[src/rtl/keypad_emulator.sv]
`default_nettype none
// ============================================================================
//  Module   : keypad_emulator
//  Purpose  : Far end of a 4x3 matrix keypad scanner interface. Watches the
//             scanner's column drive and returns row levels for one emulated
//             key press, including contact bounce, hold time and release gap.
//  Revision : 1.0  initial release
// ----------------------------------------------------------------------------
//  Ports
//    clock        in   1   system clock
//    reset        in   1   asynchronous reset, active-high
//    col          in   3   scanner column drive (one-hot, active-high)
//    press_req    in   1   start a press; sampled only when idle
//    press_code   in   4   key to press, 0..11, code = row_idx*3 + col_idx
//    hold_cycles  in   16  stable-closed duration; 0 is treated as 1
//    row          out  4   row return, active-high
//    busy         out  1   press sequence in progress
//    done         out  1   1-cycle pulse at end of sequence
//    err          out  1   1-cycle pulse on a request with code > 11
//    contact      out  1   emulated contact state (1 = closed)
//    press_count  out  8   completed presses, wraps 255 -> 0
//  Configuration
//    KEYPAD_EMU_BOUNCE_EN  defined   : bounce windows around the held phase
//                          undefined : clean contact, IDLE -> HELD -> GAP
// ============================================================================
module keypad_emulator #(
    parameter int BOUNCE_CYCLES = 16,
    parameter int BOUNCE_TOGGLE = 3,
    parameter int GAP_CYCLES    = 32
) (
    input  logic        clock,
    input  logic        reset,
    input  logic [2:0]  col,
    input  logic        press_req,
    input  logic [3:0]  press_code,
    input  logic [15:0] hold_cycles,
    output logic [3:0]  row,
    output logic        busy,
    output logic        done,
    output logic        err,
    output logic        contact,
    output logic [7:0]  press_count
);

    typedef enum logic [2:0] {
        S_IDLE      = 3'd0,
        S_BOUNCE_DN = 3'd1,
        S_HELD      = 3'd2,
        S_BOUNCE_UP = 3'd3,
        S_GAP       = 3'd4
    } state_t;

    localparam logic [15:0] c_bounce_last = 16'(BOUNCE_CYCLES - 1);
    localparam logic [15:0] c_toggle_last = 16'(BOUNCE_TOGGLE - 1);
    localparam logic [15:0] c_gap_last    = 16'(GAP_CYCLES - 1);
    localparam logic [3:0]  c_max_code    = 4'd11;

    state_t      state_q,   state_d;
    logic [15:0] cnt_q,     cnt_d;     // cycles elapsed in current state
    logic [15:0] tog_q,     tog_d;     // cycles since last contact inversion
    logic [3:0]  code_q,    code_d;
    logic [15:0] hold_q,    hold_d;    // already clamped to >= 1
    logic        contact_q, contact_d;
    logic        done_q,    done_d;
    logic        err_q,     err_d;
    logic [7:0]  count_q,   count_d;

    always_ff @(posedge clock or posedge reset) begin
        if (reset) begin
            state_q   <= S_IDLE;
            cnt_q     <= '0;
            tog_q     <= '0;
            code_q    <= '0;
            hold_q    <= 16'd1;
            contact_q <= 1'b0;
            done_q    <= 1'b0;
            err_q     <= 1'b0;
            count_q   <= '0;
        end else begin
            state_q   <= state_d;
            cnt_q     <= cnt_d;
            tog_q     <= tog_d;
            code_q    <= code_d;
            hold_q    <= hold_d;
            contact_q <= contact_d;
            done_q    <= done_d;
            err_q     <= err_d;
            count_q   <= count_d;
        end
    end

    always_comb begin
        state_d   = state_q;
        cnt_d     = cnt_q;
        tog_d     = tog_q;
        code_d    = code_q;
        hold_d    = hold_q;
        contact_d = contact_q;
        done_d    = 1'b0;
        err_d     = 1'b0;
        count_d   = count_q;

        case (state_q)
            S_IDLE: begin
                if (press_req) begin
                    if (press_code <= c_max_code) begin
                        code_d    = press_code;
                        hold_d    = (hold_cycles == 16'd0) ? 16'd1 : hold_cycles;
                        cnt_d     = '0;
                        tog_d     = '0;
                        contact_d = 1'b1;
`ifdef KEYPAD_EMU_BOUNCE_EN
                        state_d   = S_BOUNCE_DN;
`else
                        state_d   = S_HELD;
`endif
                    end else begin
                        err_d = 1'b1;
                    end
                end
            end

            // Both bounce windows share the toggle scheme; only the starting
            // level (set on entry) and the exit target differ.
            S_BOUNCE_DN, S_BOUNCE_UP: begin
                if (cnt_q == c_bounce_last) begin
                    cnt_d     = '0;
                    tog_d     = '0;
                    contact_d = (state_q == S_BOUNCE_DN);
                    state_d   = (state_q == S_BOUNCE_DN) ? S_HELD : S_GAP;
                end else begin
                    cnt_d = cnt_q + 16'd1;
                    if (tog_q == c_toggle_last) begin
                        tog_d     = '0;
                        contact_d = ~contact_q;
                    end else begin
                        tog_d = tog_q + 16'd1;
                    end
                end
            end

            S_HELD: begin
                if (cnt_q == 16'(hold_q - 16'd1)) begin
                    cnt_d     = '0;
                    tog_d     = '0;
                    contact_d = 1'b0;
`ifdef KEYPAD_EMU_BOUNCE_EN
                    state_d   = S_BOUNCE_UP;
`else
                    state_d   = S_GAP;
`endif
                end else begin
                    cnt_d = cnt_q + 16'd1;
                end
            end

            S_GAP: begin
                if (cnt_q == c_gap_last) begin
                    cnt_d   = '0;
                    state_d = S_IDLE;
                    done_d  = 1'b1;
                    count_d = count_q + 8'd1;
                end else begin
                    cnt_d = cnt_q + 16'd1;
                end
            end

            default: begin
                state_d   = S_IDLE;
                contact_d = 1'b0;
            end
        endcase
    end

    // Row return: the pressed key's row follows its column line whenever the
    // contact is closed. Non-one-hot column drive simply ORs through.
    always_comb begin
        row = '0;
        for (int r = 0; r < 4; r++) begin
            for (int c = 0; c < 3; c++) begin
                if (code_q == 4'(r * 3 + c)) begin
                    row[r] = contact_q & col[c];
                end
            end
        end
    end

    assign busy        = (state_q != S_IDLE);
    assign done        = done_q;
    assign err         = err_q;
    assign contact     = contact_q;
    assign press_count = count_q;

endmodule
`default_nettype wire

[config.mk]
export PLATFORM = sky130hd
export DESIGN_NAME = keypad_emulator
export DESIGN_NICKNAME = d
export VERILOG_FILES = /design/src/rtl/keypad_emulator.sv
export SDC_FILE = /design/constraint.sdc
export NUM_CORES = 1
export LEC_CHECK = 0
export BUFFER_PORTS_ARGS = -buffer_cell sky130_fd_sc_hd__clkbuf_2
export CAP_MARGIN = 20
export CORE_MARGIN = 1
export CORE_UTILIZATION = 52
export DETAILED_ROUTE_END_ITERATION = 8
export PLACE_DENSITY_LB_ADDON = 0.05
export SYNTH_ARGS = -nofsm -noshare
export SYNTH_HDL_FRONTEND = slang
export SYNTH_SLANG_ARGS = --single-unit
[constraint.sdc]
create_clock -name clock -period 3.2 [get_ports clock]
set_input_delay 0.64 -clock clock [delete_from_list [all_inputs] [get_ports clock]]
set_output_delay 0.64 -clock clock [all_outputs]
set_load 0.1 [all_outputs]
==> results of run 1 <==
==> cell type report <==
type / instances / area [um2]
sequential: 49 / 1230
timing repair buffer: 50 / 285
clock inverter: 3 / 46.3
multi-input combinational: 245 / 1750
fill: 503 / 2050
inverter: 13 / 48.8
clock buffer: 5 / 68.8
tap: 72 / 90.1
==> worst paths after layout <==
kind / endpoint / from / depth (start not counted) / slack [ns]
max in group asynchronous: hold_q[0] / reset / 3 / 2.49
hold / removal: press_count[7] / reset / 2 / 0.18
hold reg to reg: press_count[7] / press_count[7] / 1 / 0.48
setup / recovery: cnt_q[15] / hold_q[0] / 11 / 0.12
min in group clock: press_count[7] / press_count[7] / 1 / 0.48
setup reg to reg: cnt_q[15] / hold_q[0] / 11 / 0.12
==> cells in the final DEF (no fill, tap or decap), drive strengths merged, types with 3 or more instances in the layout <==
| cell type | n |
|---|---|
| nand2 | 30 |
| and2 | 3 |
| ha | 6 |
| and3 | 4 |
| mux2i | 6 |
| or3 | 6 |
| clkbuf | 46 |
| o31a | 3 |
| dfrtp | 48 |
| inv | 13 |
| a211oi | 3 |
| xnor2 | 18 |
| mux2 | 21 |
| xor2 | 7 |
| a22o | 4 |
| o21ai | 8 |
| nor4 | 12 |
| a21oi | 14 |
| buf | 9 |
| nor3 | 10 |
| nor2b | 8 |
| nor2 | 25 |
| nand3 | 16 |
| nand4 | 6 |
==> report_power, final <==
group / switching, mW / total [mW] / internal [mW]
Combinational: 0.0226 / 0.0384 / 0.0158
Sequential: 0 / 0.619 / 0.619
Clock: 0.211 / 0.445 / 0.234
==> logic make-up after synthesis <==
family	share of synthesized area, %
fa+ha+maj	2.47
buf+inv	4.45
simple gates	23.3
compound gates	12.4
flops	40.5
xor+xnor	7.22
mux	9.77
==> sequential cells by signal (all words and copies together), names as in the netlist <==
signal,count
cnt_q,16
code_q,4
contact,1
done,1
err,1
hold_q,16
press_count,8
state_q,2
==> through the flow <==
stage,setup slack (ns),hold slack [ns]
after floorplan,-0.384,0.486
after global routing,0.00569,0.176
after CTS,0.0111,0.486
final,0.118,0.181
after detailed placement,0.0774,0.471
after global placement,0.218,0.459
==> worst register-to-register path: cells and delay by family (launching register included) <==
kind	cells	cell delay [ns]
buf+inv	2	0.22
compound gates	5	1.28
simple gates	3	0.72
flops	1	0.56
fa+ha+maj	1	0.20
==> layer usage <==
layer	global-route usage, %	vias up	wire [um]
met5	0	-	0
met4	7.96	0	113
met3	3.95	10	279
met2	36.2	58	3100
met1	32.8	1192	3250
li1	-	1251	-
==> repair_timing <==
action                     CTS  global route
cloned                       0             2
setup endpoints to repair    1            17
resized for setup            2             6
pin swaps                    0             2
buffers inserted             0             1
==> impl_metrics.tcl, run 1 <==
set metrics [dict create \
    status "completed" \
    syn_nets 354 \
    worst_slew_pin_slew_ns 0.614 \
    grtUsageTotal_pct 23.3 \
    cts_max_path_buffers 2 \
    antenna_cells 0 \
    htree_levels 2 \
    cts_tree "done" \
    synthDistinctLibCells 60 \
    routed_wl_um 6750 \
    cts_buffers 5 \
    crit_path_max_fanout 8 \
    cts.sinks 49 \
    start_util_pct 54.4 \
    synth_area_mm2 0.00303 \
    avgSynthCellArea_um2 9.42 \
    die_h_um 78.4 \
    synth_commonest_cells "dfrtp_1, nand2_1, nor2_1, mux2_2, xnor2_1" \
    synth_top_area_share_pct 39.6 \
    required_ns 3.40 \
    port_buffers 41 \
    end_kind "flop" \
    fin_crit_sh_pct 96.3 \
    yosysSeqAreaShare_pct 40.5 \
    clk_latency_ns 0.31 \
    antenna_found_initial 0 \
    hold_class "primary input to asynchronous set/reset pin" \
    netlist_instances 322 \
    drtPass1Iterations 4 \
    final_net_count 396 \
    worst_path_max_delay_cell "dfstp_2" \
    ys_ff_latch 49 \
    finalHoldViolations 0 \
    leakagePower_nw 1.66 \
    critPathKind "flop to flop" \
    crit_family "compound AO/OA/AOI/OAI gates" \
    root_buffer "clkbuf_8" \
    fmax_ghz 0.324 \
    finalClockSkew_ns 0.00838 \
    ctsHoldBuffers 0 \
    setup_viol 0 \
    drv_cap 0 \
    dr.first_iter.drc_count 165 \
    async_flop_share_pct 100 \
    fp-row-count 27 \
    drive_above_1_share_pct 26.8 \
    totalNegativeSetupSlack_ns 0 \
    vias_per_cell 5.75 \
    wire_per_inst_um 15.4 \
    ant_nets 0 \
    dp_hpwl_um 4830 \
    total_power_mw 1.10 \
    rsz0062_at_grt "false" \
    postPlaceCellArea_mm2 0.00331 \
    ios 42 \
    dp.cells 425 \
    areaGrowthSynthToFinish_pct 16.0 \
    path_buf_inv 2 \
    gp_congestion 0.886 \
    synth-edff-count 0 \
    synth-main-ff-cell "dfrtp_1" \
    grt-ovfl-total 0 \
    die_w_um 78.4 \
    fin_area_mm2 0.00352 \
    yosys_warnings 0 \
    cp.arrival_ns 3.28 \
    core_mm2 0.00557 \
    yosysMostFrequentCell "dfrtp_1" \
    min_period_ns 3.08 \
    path_cells "inv_1, ha_1, buf_4, nor2b_1, or3_1, a31o_2, nor4_4, o2111ai_2, o31a_4, a21o_1, a22o_1" \
    grt_pass1_wl_um 11000 \
    grt_max_degree 50 \
    grt_pass1_vias 2299 \
    vdd.ir_drop.worst_uv 283 \
    yosysTopAreaCell "dfrtp_1" \
    drc 0 \
    drv_slew 0 \
    via_count 2511 \
    yosys-top-cells-area "dfrtp_1, mux2_2, xnor2_1" \
    die_area_mm2 0.00614 \
    clk_pin_slew_ns 0.09 \
    final_util_pct 63.1 \
    power_density_mw_per_mm2 313 \
    slew_headroom_pct 58.7 \
    worstSetupStartpointType "flop" \
    max_stage_delay_ns 0.56 \
    final_cells 437 \
]
Power figures use the tool's default switching activity.
==> run 2: changes to the inputs <==
- SETUP_SLACK_MARGIN: default -> 0.5
==> run 2 against run 1 <==
Compared with the run above:
- clock skew shrank 0.0011 ns
- sequential cell count stayed put
- critical path depth did not move
- hold slack improved by 0.30 ns
- cell count rose by 1.4%
- combinational power shrank 1%
- power increased by 7.3%
- first-iteration DRC count down 38%
- global-route usage up 1.1 points
- count of clock-buffer cells in the layout is the same
- critical path type unchanged
- highest routed layer unchanged
==> impl_metrics.tcl, run 2 (synthesis gave the netlist of run 1 again) <==
set metrics [dict create \
    antenna_found_initial 0 \
    ant_nets 0 \
    status "completed" \
    totalNegativeSetupSlack_ns 0 \
    dp_hpwl_um 4750 \
    total_power_mw 1.18 \
    critPathKind "flop to flop" \
    rsz0062_at_grt "true" \
    grt_pass1_vias 2390 \
    dr.first_iter.drc_count 103 \
    holdWs_ns 0.477 \
    antenna_cells 0 \
    cts_tree "done" \
    cts.sinks 49 \
    grt_pass1_wl_um 11700 \
    hold_class "flop to flop" \
    cts_max_path_buffers 2 \
    final_net_count 402 \
    slew_headroom_pct 37.6 \
    fp-row-count 27 \
    drv_slew 0 \
    drive_above_1_share_pct 35.3 \
    vdd.ir_drop.worst_uv 242 \
    clk_latency_ns 0.31 \
    layout_common_cells "dfrtp_1, clkbuf_2, nand2_1" \
    ff2ff_setup_slack_ns 0.24 \
    holdPathEnd "press_count[7]" \
    grt_max_degree 45 \
    power_density_mw_per_mm2 315 \
    die_w_um 78.4 \
    routed_wl_um 7300 \
    areaGrowthSynthToFinish_pct 23.6 \
    worst_slew_pin_slew_ns 0.934 \
    worstSetupStartpointType "flop" \
    drc 0 \
    cts_buffers 5 \
    worstSetupStartpoint "hold_q[1]" \
    grt-ovfl-total 0 \
    start_util_pct 54.4 \
    leakagePower_nw 1.76 \
    required_ns 3.40 \
    min_period_ns 2.96 \
    via_count 2647 \
    cp.arrival_ns 3.16 \
    fin_crit_sh_pct 92.5 \
    gp_congestion 0.810 \
    end_kind "flop" \
    die_area_mm2 0.00614 \
    core_mm2 0.00557 \
    ios 42 \
    die_h_um 78.4 \
    reg2reg_depth 11 \
    setup_viol 0 \
    htree_levels 2 \
    worstReg2RegEnd "cnt_q[8]" \
    root_buffer "clkbuf_8" \
    vias_per_cell 5.98 \
    clk_pin_slew_ns 0.09 \
    postPlaceCellArea_mm2 0.00336 \
    drtPass1Iterations 6 \
    r2r_start "hold_q[1]" \
    hp-start "press_count[7]" \
    drv_cap 0 \
    fmax_ghz 0.338 \
    timing.hold.worst_path_depth 1 \
    finalHoldViolations 0 \
    port_buffers 41 \
    final_common_cell "dfrtp_1" \
    crit_path_max_fanout 6 \
    wire_per_inst_um 16.5 \
    finalClockSkew_ns 0.00731 \
    fin_area_mm2 0.00375 \
    grtUsageTotal_pct 24.4 \
]
[run 2: cell types whose count changed in the layout (fill, tap and decap cells not counted), sizes merged]
cell | previous run | this run
bufinv | 1 | 2
buf | 9 | 14
clkinvlp | 1 | 0
o31a | 3 | 4
[run 2: metal layers]
| metal | vias up | part of all wire, % | GRT usage (%) |
|---|---|---|---|
| met5 | - | 0 | 0 |
| met4 | 0 | 1.5 | 7.78 |
| met3 | 11 | 4.5 | 5.23 |
| met2 | 79 | 48 | 38.2 |
| met1 | 1291 | 46 | 33.8 |
| li1 | 1266 | - | - |
[run 2: timing repair]
item / in CTS / in global routing
gates resized for setup: 22 / 18
setup endpoints to repair: 18 / 19
cloned: 3 / 0
buffers inserted: 5 / 2
pin swaps: 15 / 16
hold buffers: 0 / 0
[run 2: worst max path at each step]
stage,slack [ns],to
floorplan,0.31,cnt_q[0]
global placement,0.22,cnt_q[15]
detailed placement,0.12,cnt_q[15]
CTS,0.14,cnt_q[15]
global route,0.13,cnt_q[13]
finish,0.24,cnt_q[8]
[run 2: through the flow]
step                worst slack (ns)  cells  utilization (%)
finish                         0.239    443             67.3
global route                   0.132    443             67.3
CTS                            0.142    441             65.5
detailed placement             0.116    425             60.3
global placement               0.223    425             60.3
floorplan                      0.307    322                -
[run 2: final cells by class]
| type | count | area, um2 |
|---|---|---|
| clock buffers | 5 | 68.8 |
| clock inverters | 3 | 65.1 |
| fillers | 459 | 1820 |
| inverters | 13 | 48.8 |
| multi-input cells | 246 | 1930 |
| flip-flops and latches | 49 | 1230 |
| well taps | 72 | 90.1 |
| repair buffers | 55 | 314 |
[run 2: critical path, stage by stage (launching register included)]
cell and delay [ns]:
dfrtp_1 0.43, inv_2 0.08, ha_4 0.15, or4b_4 0.50
nor4_4 0.22, mux2_4 0.34, nor3b_4 0.18, o2111ai_2 0.20
buf_6 0.19, o31a_4 0.38, a21oi_2 0.13, a21oi_1 0.05
[run 2: where the power goes]
part	switching [mW]	internal, mW
Sequential	0	0.619
Combinational	0.0231	0.0149
Clock	0.215	0.311
==> run 3: changes to the inputs <==
- HOLD_SLACK_MARGIN: default -> 0.02
- clock period: 3.2 -> 2.4 ns (I/O delays scaled with it)
==> run 3 against run 2 <==
Compared with the run above:
- the flow now finishes with violations (negative setup slack)
- sequential share of layout area shrank 3.8 points
- via count rose by 6.3%
- die area unchanged
- hold slack lost 0.18 ns
- largest power group unchanged
- count of clock-buffer cells in the layout grew 1
- combinational power is 39% higher
- register-to-register slack lost 0.88 ns
- sequential cell count unchanged
==> impl_metrics.tcl, run 3 (synthesis gave the netlist of run 1 again) <==
set metrics [dict create \
    status "complete, but fails checks" \
    violations "negative setup slack" \
    ios 42 \
    dp_hpwl_um 5280 \
    final_common_cell "buf_4" \
    n_fill_cell 376 \
    crit_path_max_fanout 5 \
    grtUsageTotal_pct 28.1 \
    fin_crit_sh_pct 127 \
    ff2ff_setup_slack_ns -0.64 \
    core_mm2 0.00557 \
    antenna_cells 0 \
    grt_pass1_vias 2721 \
    worstSetupStartpointType "flop" \
    setup_viol 19 \
    grtUsageMet3_pct 5.47 \
    use_met2_pct 46.5 \
    grt_max_degree 50 \
    required_ns 2.61 \
    wire_per_inst_um 17.4 \
    cts_tree "done" \
    use_met1_pct 36.1 \
    worstSetupStartpoint "hold_q[1]" \
    grt-ovfl-total 0 \
    antenna_found_initial 0 \
    die_area_mm2 0.00614 \
    fmax_ghz 0.329 \
    reg2reg_depth 10 \
    worst_slew_pin_slew_ns 0.720 \
    htree_levels 2 \
    grt-busiest-layer "met2" \
    r2r_start "hold_q[1]" \
    die_w_um 78.4 \
    drive_above_1_share_pct 46.6 \
    fp-row-count 27 \
    rsz0062_at_grt "true" \
    ctsHoldBuffers 0 \
    dr.first_iter.drc_count 166 \
    totalNegativeSetupSlack_ns -10.94 \
    cts_buffers 5 \
    via_count 2814 \
    drtPass1Iterations 4 \
    min_period_ns 3.04 \
    final_net_count 445 \
    critPathKind "flop to flop" \
    final_util_pct 76.8 \
    vias_per_cell 5.79 \
    vdd.ir_drop.worst_uv 241 \
    ant_nets 0 \
    seq_area_mm2 0.00124 \
    layout_common_cells "buf_4, dfrtp_1, clkbuf_2" \
    clk_latency_ns 0.32 \
    end_kind "flop" \
    power_density_mw_per_mm2 328 \
    endpoint "cnt_q[15]" \
    drc 0 \
    drv_cap 0 \
    leakagePower_nw 1.97 \
    gp_congestion 0.935 \
    hold_class "primary input to asynchronous set/reset pin" \
    cts_max_path_buffers 2 \
    areaGrowthSynthToFinish_pct 41.2 \
    die_h_um 78.4 \
    multiInputGateArea_mm2 0.00207 \
    cts.sinks 49 \
    setup_ws_ns -0.643 \
    grt_pass1_wl_um 13300 \
    finalClockSkew_ns 0.00995 \
    start_util_pct 54.4 \
    port_buffers 41 \
    clk_pin_slew_ns 0.10 \
    drv_slew 0 \
    cp.arrival_ns 3.26 \
    worstReg2RegEnd "cnt_q[15]" \
    root_buffer "clkbuf_8" \
    finalHoldViolations 0 \
    routed_wl_um 8430 \
    slew_headroom_pct 51.6 \
]
run 3: cell count changes in the layout (fill, tap and decap cells not counted), sizes merged:
cell    before  now
clkinv       1    2
buf         14   61
clkbuf      46   43
bufinv       2    0
run 3: routing by layer:
metal  vias to the layer above  routed length [um]
li1                       1355                   -
met1                      1350                3610
met2                        87                4200
met3                        22                 393
met4                         0                 232
met5                         -                   0
run 3: metrics by stage:
stage / std cells / worst slack (ns) / power [mW] / instance area, um2 / hold slack (ns)
after CTS: 473 / -0.514 / 1.42 / 4000 / 0.323
after global placement: 458 / -0.409 / 0.892 / 3650 / 0.459
final: 486 / -0.643 / 1.40 / 4280 / 0.301
after global routing: 486 / -0.698 / 1.44 / 4280 / 0.375
after floorplan: 322 / -0.492 / 0.860 / 3140 / 0.486
after detailed placement: 458 / -0.504 / 0.893 / 3650 / 0.467
run 3: area by class of cell:
class	instances	area share, %
Tap cell	72	2.10
Clock buffer	6	1.93
Timing Repair Buffer	98	17.3
Sequential cell	49	28.9
Inverter	13	1.14
Clock inverter	2	0.321
Multi-Input combinational cell	246	48.3
run 3: critical path, stage by stage (launching register included):
cell and delay, ns:
dfrtp_1 0.39, inv_1 0.07, ha_2 0.18, or4b_4 0.50
nor4_4 0.23, mux2_4 0.35, nor3b_4 0.27, o2111ai_4 0.19
o31a_4 0.43, a21o_1 0.16, a22o_1 0.17
run 3: how the worst min path moves through the flow:
stage / start / end / slack (ns) / cells after the start
after floorplan: state_q[2] / state_q[2] / 0.49 / 1
after global placement: press_count[7] / press_count[7] / 0.46 / 1
after detailed placement: press_count[7] / press_count[7] / 0.47 / 1
after CTS: reset / press_count[5] / 0.32 / 3
after global routing: reset / press_count[7] / 0.38 / 3
final: reset / press_count[7] / 0.30 / 3
run 3: repair_timing:
action | CTS | global route
cloned | 3 | 0
setup buffers | 4 | 13
pin swaps | 8 | 15
resized for setup | 38 | 45
setup endpoints to repair | 26 | 30
run 3: power breakdown:
group	internal (mW)	switching, mW	total (mW)
clock	0.234	0.292	0.526
combinational	0.0205	0.0323	0.0528
sequential	0.825	0	0.825
